[src/rtl/ahb_sram_slave.sv]
// AHB-Lite byte-wide SRAM slave: decodes a DEPTH-byte window at BASE_ADDR,
// inserts WAIT_STATES per OKAY transfer and gives a two-cycle ERROR outside the window.
module ahb_sram_slave #(
   parameter int                ADDR_W      = 21,
   parameter int                DATA_W      = 8,
   parameter logic [ADDR_W-1:0] BASE_ADDR   = 21'h10_0000,
   parameter int                DEPTH       = 256,
   parameter int                WAIT_STATES = 0
) (
   input  logic              HCLK,
   input  logic              HRESET,
   input  logic              HSEL,
   input  logic [ADDR_W-1:0] HADDR,
   input  logic [1:0]        HTRANS,
   input  logic              HWRITE,
   input  logic [DATA_W-1:0] HWDATA,
   input  logic              HREADY,
   output logic [DATA_W-1:0] HRDATA,
   output logic              HREADYOUT,
   output logic              HRESP
);

   localparam int                AW      = (DEPTH > 1) ? $clog2(DEPTH) : 1;
   localparam logic [ADDR_W-1:0] DEPTH_A = ADDR_W'(DEPTH);
   localparam logic [3:0]        WS      = 4'(WAIT_STATES);

   localparam logic [1:0] S_IDLE = 2'd0;
   localparam logic [1:0] S_WAIT = 2'd1;
   localparam logic [1:0] S_ERR1 = 2'd2;
   localparam logic [1:0] S_ERR2 = 2'd3;

   logic [1:0]        r_state;
   logic [3:0]        r_cnt;
   logic              r_dp;
   logic              r_write;
   logic [AW-1:0]     r_addr;
   logic [DATA_W-1:0] r_mem [DEPTH];

   logic [ADDR_W-1:0] w_off;
   logic              w_in_range;
   logic              w_open;
   logic              w_accept;
   logic              w_commit;

   assign w_off      = HADDR - BASE_ADDR;
   assign w_in_range = (HADDR >= BASE_ADDR) && (w_off < DEPTH_A);
   assign w_open     = (r_state == S_IDLE) || (r_state == S_ERR2);
   assign w_accept   = w_open && HSEL && HREADY && ((HTRANS == 2'b10) || (HTRANS == 2'b11));
   // r_dp marks the completing (HREADYOUT=1, OKAY) cycle of an accepted transfer
   assign w_commit   = (r_state == S_IDLE) && r_dp;

   always_ff @(posedge HCLK or posedge HRESET) begin
      if (HRESET) begin
         r_state <= S_IDLE;
         r_cnt   <= '0;
         r_dp    <= 1'b0;
         r_write <= 1'b0;
         r_addr  <= '0;
      end else begin
         r_dp <= 1'b0;
         case (r_state)
            S_WAIT: begin
               r_cnt <= r_cnt - 4'd1;
               if (r_cnt == 4'd1) begin
                  r_state <= S_IDLE;
                  r_dp    <= 1'b1;
               end
            end
            S_ERR1: r_state <= S_ERR2;
            default: begin
               r_state <= S_IDLE;
               if (w_accept) begin
                  r_addr  <= w_off[AW-1:0];
                  r_write <= HWRITE;
                  if (!w_in_range) begin
                     r_state <= S_ERR1;
                  end else if (WS != 4'd0) begin
                     r_state <= S_WAIT;
                     r_cnt   <= WS;
                  end else begin
                     r_dp <= 1'b1;
                  end
               end
            end
         endcase
      end
   end

   // Storage is deliberately unreset; a reset clears r_dp so a pending write is dropped
   always_ff @(posedge HCLK) begin
      if (w_commit && r_write) begin
         r_mem[r_addr] <= HWDATA;
      end
   end

   assign HRDATA    = (w_commit && !r_write) ? r_mem[r_addr] : '0;
   assign HREADYOUT = (r_state != S_WAIT) && (r_state != S_ERR1);
   assign HRESP     = (r_state == S_ERR1) || (r_state == S_ERR2);

endmodule

[config.mk]
export PLATFORM = sky130hd
export DESIGN_NAME = ahb_sram_slave
export DESIGN_NICKNAME = d
export VERILOG_FILES = /design/src/rtl/ahb_sram_slave.sv
export SDC_FILE = /design/constraint.sdc
export NUM_CORES = 2
export LEC_CHECK = 0
export ABC_AREA = 0
export CAP_MARGIN = 40
export CORE_MARGIN = 4
export CORE_UTILIZATION = 45
export CTS_BUF_LIST = sky130_fd_sc_hd__clkbuf_16
export DETAILED_ROUTE_END_ITERATION = 12
export PLACE_DENSITY = 0.69
export SETUP_SLACK_MARGIN = 0.2
export SKIP_CTS_REPAIR_TIMING = 1
export SYNTH_ARGS = -nofsm -noshare
export SYNTH_HDL_FRONTEND = slang
export SYNTH_SLANG_ARGS = --single-unit
[constraint.sdc]
create_clock -name HCLK -period 3.3 [get_ports HCLK]
set_input_delay 0.495 -clock HCLK [delete_from_list [all_inputs] [get_ports HCLK]]
set_output_delay 0.495 -clock HCLK [all_outputs]
set_load 0.005 [all_outputs]
==> impl_metrics.env <==
export IMPL_met2_length_um=103000
export IMPL_finalMaxSlewViolations=0
export IMPL_cts_path_max_buffers=3
export IMPL_synth_top_area_share=0.768
export IMPL_ys_warn_count=0
export IMPL_drive_above_1_share=0.343
export IMPL_wl_per_cell_um=29.3
export IMPL_finalWirelength_um=208000
export IMPL_crit_path_end_kind="output port"
export IMPL_die_w_um=430
export IMPL_grt_overflow_total=0
export IMPL_numCtsBuffers=195
export IMPL_finalWorstSetupSlack_ns=-1.21
export IMPL_chipHeight_um=430
export IMPL_max_cap_violations=0
export IMPL_final_hold_violation_count=0
export IMPL_power_leakage_nw=31.6
export IMPL_wl_met1_um=80500
export IMPL_drc_errors=0
export IMPL_hp_start="HWDATA[0]"
export IMPL_worstSetupStartpointType="flop"
export IMPL_die_area_um2=185000
export IMPL_crit_slowest_cell="dfrtp_4"
export IMPL_synth_distinct_cells=56
export IMPL_synth_seq_cells=2064
export IMPL_seq_power_share=0.379
export IMPL_first_pass_iters=6
export IMPL_required_ns=2.80
export IMPL_cts_htree_levels=4
export IMPL_synth_top_area_cell="edfxtp_1"
export IMPL_tightest_slew_ns=0.941
export IMPL_drt_vias_per_instance=5.99
export IMPL_period_share=1.37
export IMPL_switching_share=0.308
export IMPL_violations="negative setup slack"
export IMPL_async_reset_ff_frac=0.00775
export IMPL_syn_area_um2=80100
export IMPL_synth_ff_type="edfxtp_1"
export IMPL_clock_latency_ns=0.83
export IMPL_place_congestion=0.869
export IMPL_ys_seq_area_frac=0.773
export IMPL_antennaDiodeCount=0
export IMPL_syn_area_per_cell_um2=20.8
export IMPL_hp_class="primary input to flop"
export IMPL_criticalPathCategory="flop to output port"
export IMPL_grt_setup_unrepaired="yes"
export IMPL_status="finished, violations left"
export IMPL_worstPathArrival_ns=4.01
export IMPL_crit_path_max_fanout=7
export IMPL_seqCellArea_um2=61900
export IMPL_cts_sinks=2064
export IMPL_hpwl_um=132000
export IMPL_antenna_found_initial=0
export IMPL_setup_viol=8
export IMPL_num_rows=154
export IMPL_first_global_vias=42200
export IMPL_p_int_mw=53.1
export IMPL_combPwrFrac=0.341
export IMPL_clockRootBuffer="clkbuf_16"
export IMPL_fillerInstances=13200
export IMPL_timing_hold_ws_ns=0.276
export IMPL_synthTopCellsByArea="edfxtp_1 (77%), mux4_2 (12%), mux2i_1 (3.0%)"
export IMPL_core_um2=176000
export IMPL_dr_first_iter_drc_count=5722
export IMPL_num_vias=42500
export IMPL_ys_top_cells_by_count="edfxtp_1 (2048), mux4_2 (429), nor2_1 (279)"
export IMPL_skew_ns=0.0230
export IMPL_port_buffer_count=44
export IMPL_synth_nets=3887
export IMPL_synth_edf_count=2048
export IMPL_irDropWorstVdd_uv=787
export IMPL_ioPinCount=46
export IMPL_grt_use_total=0.219
export IMPL_path_common_cell="buf_4"
export IMPL_grt_pass1_wl_um=298000
export IMPL_initial_core_util=0.454
export IMPL_synth_most_common_cell="edfxtp_1"
export IMPL_dr_wl_met3_um=18500
export IMPL_drtAntennaViolNets=0
export IMPL_area_growth_pct=20.5
export IMPL_finalWorstPathRequiredPeriod_ns=4.51
export IMPL_cts_reportedPaths_clkPinSlew_ns=0.07
export IMPL_p_per_area_nw_per_um2=795
export IMPL_timing_rr_start="r_state[0]"
export IMPL_nNetsFinal=4635
export IMPL_grt_start_max_net_pins=124
export IMPL_max_freq_mhz=222
export IMPL_finish_utilization=0.547
export IMPL_cts_tree="built"
export IMPL_slowest_delay_ns=0.57
export IMPL_top_layer_used="met4"
export IMPL_multiInputGateArea_um2=18100
export IMPL_crit_path_cell_trace="buf_12, buf_4, clkbuf_16, buf_4, mux4_2, mux2i_1, a211oi_4, buf_4, a2111oi_4, buf_4, a211oi_4, buf_12"
export IMPL_slew_headroom=0.372
export IMPL_p_clk_frac=0.281
export IMPL_synthesis_instances=3845
export IMPL_p_sw_mw=23.6
export IMPL_startpoint="r_addr[0]"
-- cell usage in the layout (no fill, tap or decap), types with 11 or more instances in the layout --
cell type / n
a22oi_1: 121
a21oi_1: 67
nand2_1: 57
o221ai_1: 11
o22ai_1: 27
clkdlybuf4s50_1: 28
nor2_1: 224
buf_6: 31
buf_12: 59
bufinv_16: 12
clkbuf_16: 211
dfrtp_1: 12
buf_8: 14
buf_4: 621
mux4_2: 429
a22oi_2: 28
a31oi_1: 14
nand3_1: 33
mux2i_1: 232
nor2_4: 38
nor3_1: 20
inv_1: 56
nor2_2: 17
edfxtp_1: 2048
clkinv_2: 35
clkinv_1: 49
o211ai_1: 26
-- layer usage --
layer	global-route usage	up-vias
li1	-	17600
met1	0.306	22500
met4	0.0695	0
met5	0	-
met3	0.0391	300
met2	0.353	2221
-- layout make-up --
| cell class | instances | share of cell area |
|---|---|---|
| Sequential cell | 2064 | 0.642 |
| Multi-Input combinational cell | 1534 | 0.188 |
| Timing Repair Buffer | 787 | 0.0764 |
| Clock buffer | 201 | 0.0521 |
| Tap cell | 2340 | 0.0303 |
| Clock inverter | 160 | 0.0114 |
| Inverter | 11 | 0.000441 |
-- flip-flops by register name, summed over array words and instances (netlist names) --
register	count
r_addr	8
r_write	1
r_state	2
r_cnt	4
r_mem	2048
r_dp	1
-- kinds of logic after synthesis --
logic type | share of synthesized area
AND/OR/NAND/NOR | 0.0247
AO/OA/AOI/OAI | 0.0345
adder cells (fa/ha/maj) | 0.000937
buffers and inverters | 0.0151
multiplexers | 0.152
XOR/XNOR | 0.000328
flip-flops | 0.773
-- path summary, 6_finish.rpt --
check / cells past startpoint / to / slack [ns]
worst max-delay path: 12 / HRDATA[5] / -1.21
worst min-delay path: 1 / r_mem[223][0] / 0.28
worst max register to register: 7 / r_mem[104][7] / 0.21
worst min register to register: 1 / r_cnt[3] / 0.47
max in group asynchronous: 5 / r_addr[6] / 2.27
min in group asynchronous: 3 / r_state[0] / 0.49
-- metrics by stage --
stage / TNS [ns] / cell area [um^2] / instances / worst slack [ns] / power, mW
floorplan: 0 / 80100 / 3845 / 0.450 / 42.5
global placement: -8.80 / 87900 / 6637 / -1.07 / 52.4
detailed placement: -11.58 / 88000 / 6647 / -1.15 / 52.5
CTS: -20.28 / 94200 / 7008 / -2.05 / 73.9
global route: -9.51 / 96500 / 7097 / -1.25 / 79.3
finish: -9.04 / 96500 / 7097 / -1.21 / 76.8
-- worst max-delay path, delay by kind of cell (launching register included) --
kind / cells / cell delay, ns
buf+inv: 7 / 1.18
mux: 2 / 0.85
flops: 1 / 0.57
compound gates: 3 / 0.57
-- power by group through the flow --
stage / clock network (mW) / registers [mW] / logic [mW]
floorplan: 0 / 29.5 / 13.0
global placement: 0 / 29.6 / 22.8
detailed placement: 0 / 29.6 / 22.9
CTS: 21.8 / 29.1 / 23.1
global route: 23.0 / 29.1 / 27.3
finish: 21.5 / 29.1 / 26.1
No activity file was read; power rests on OpenSTA's default activity.
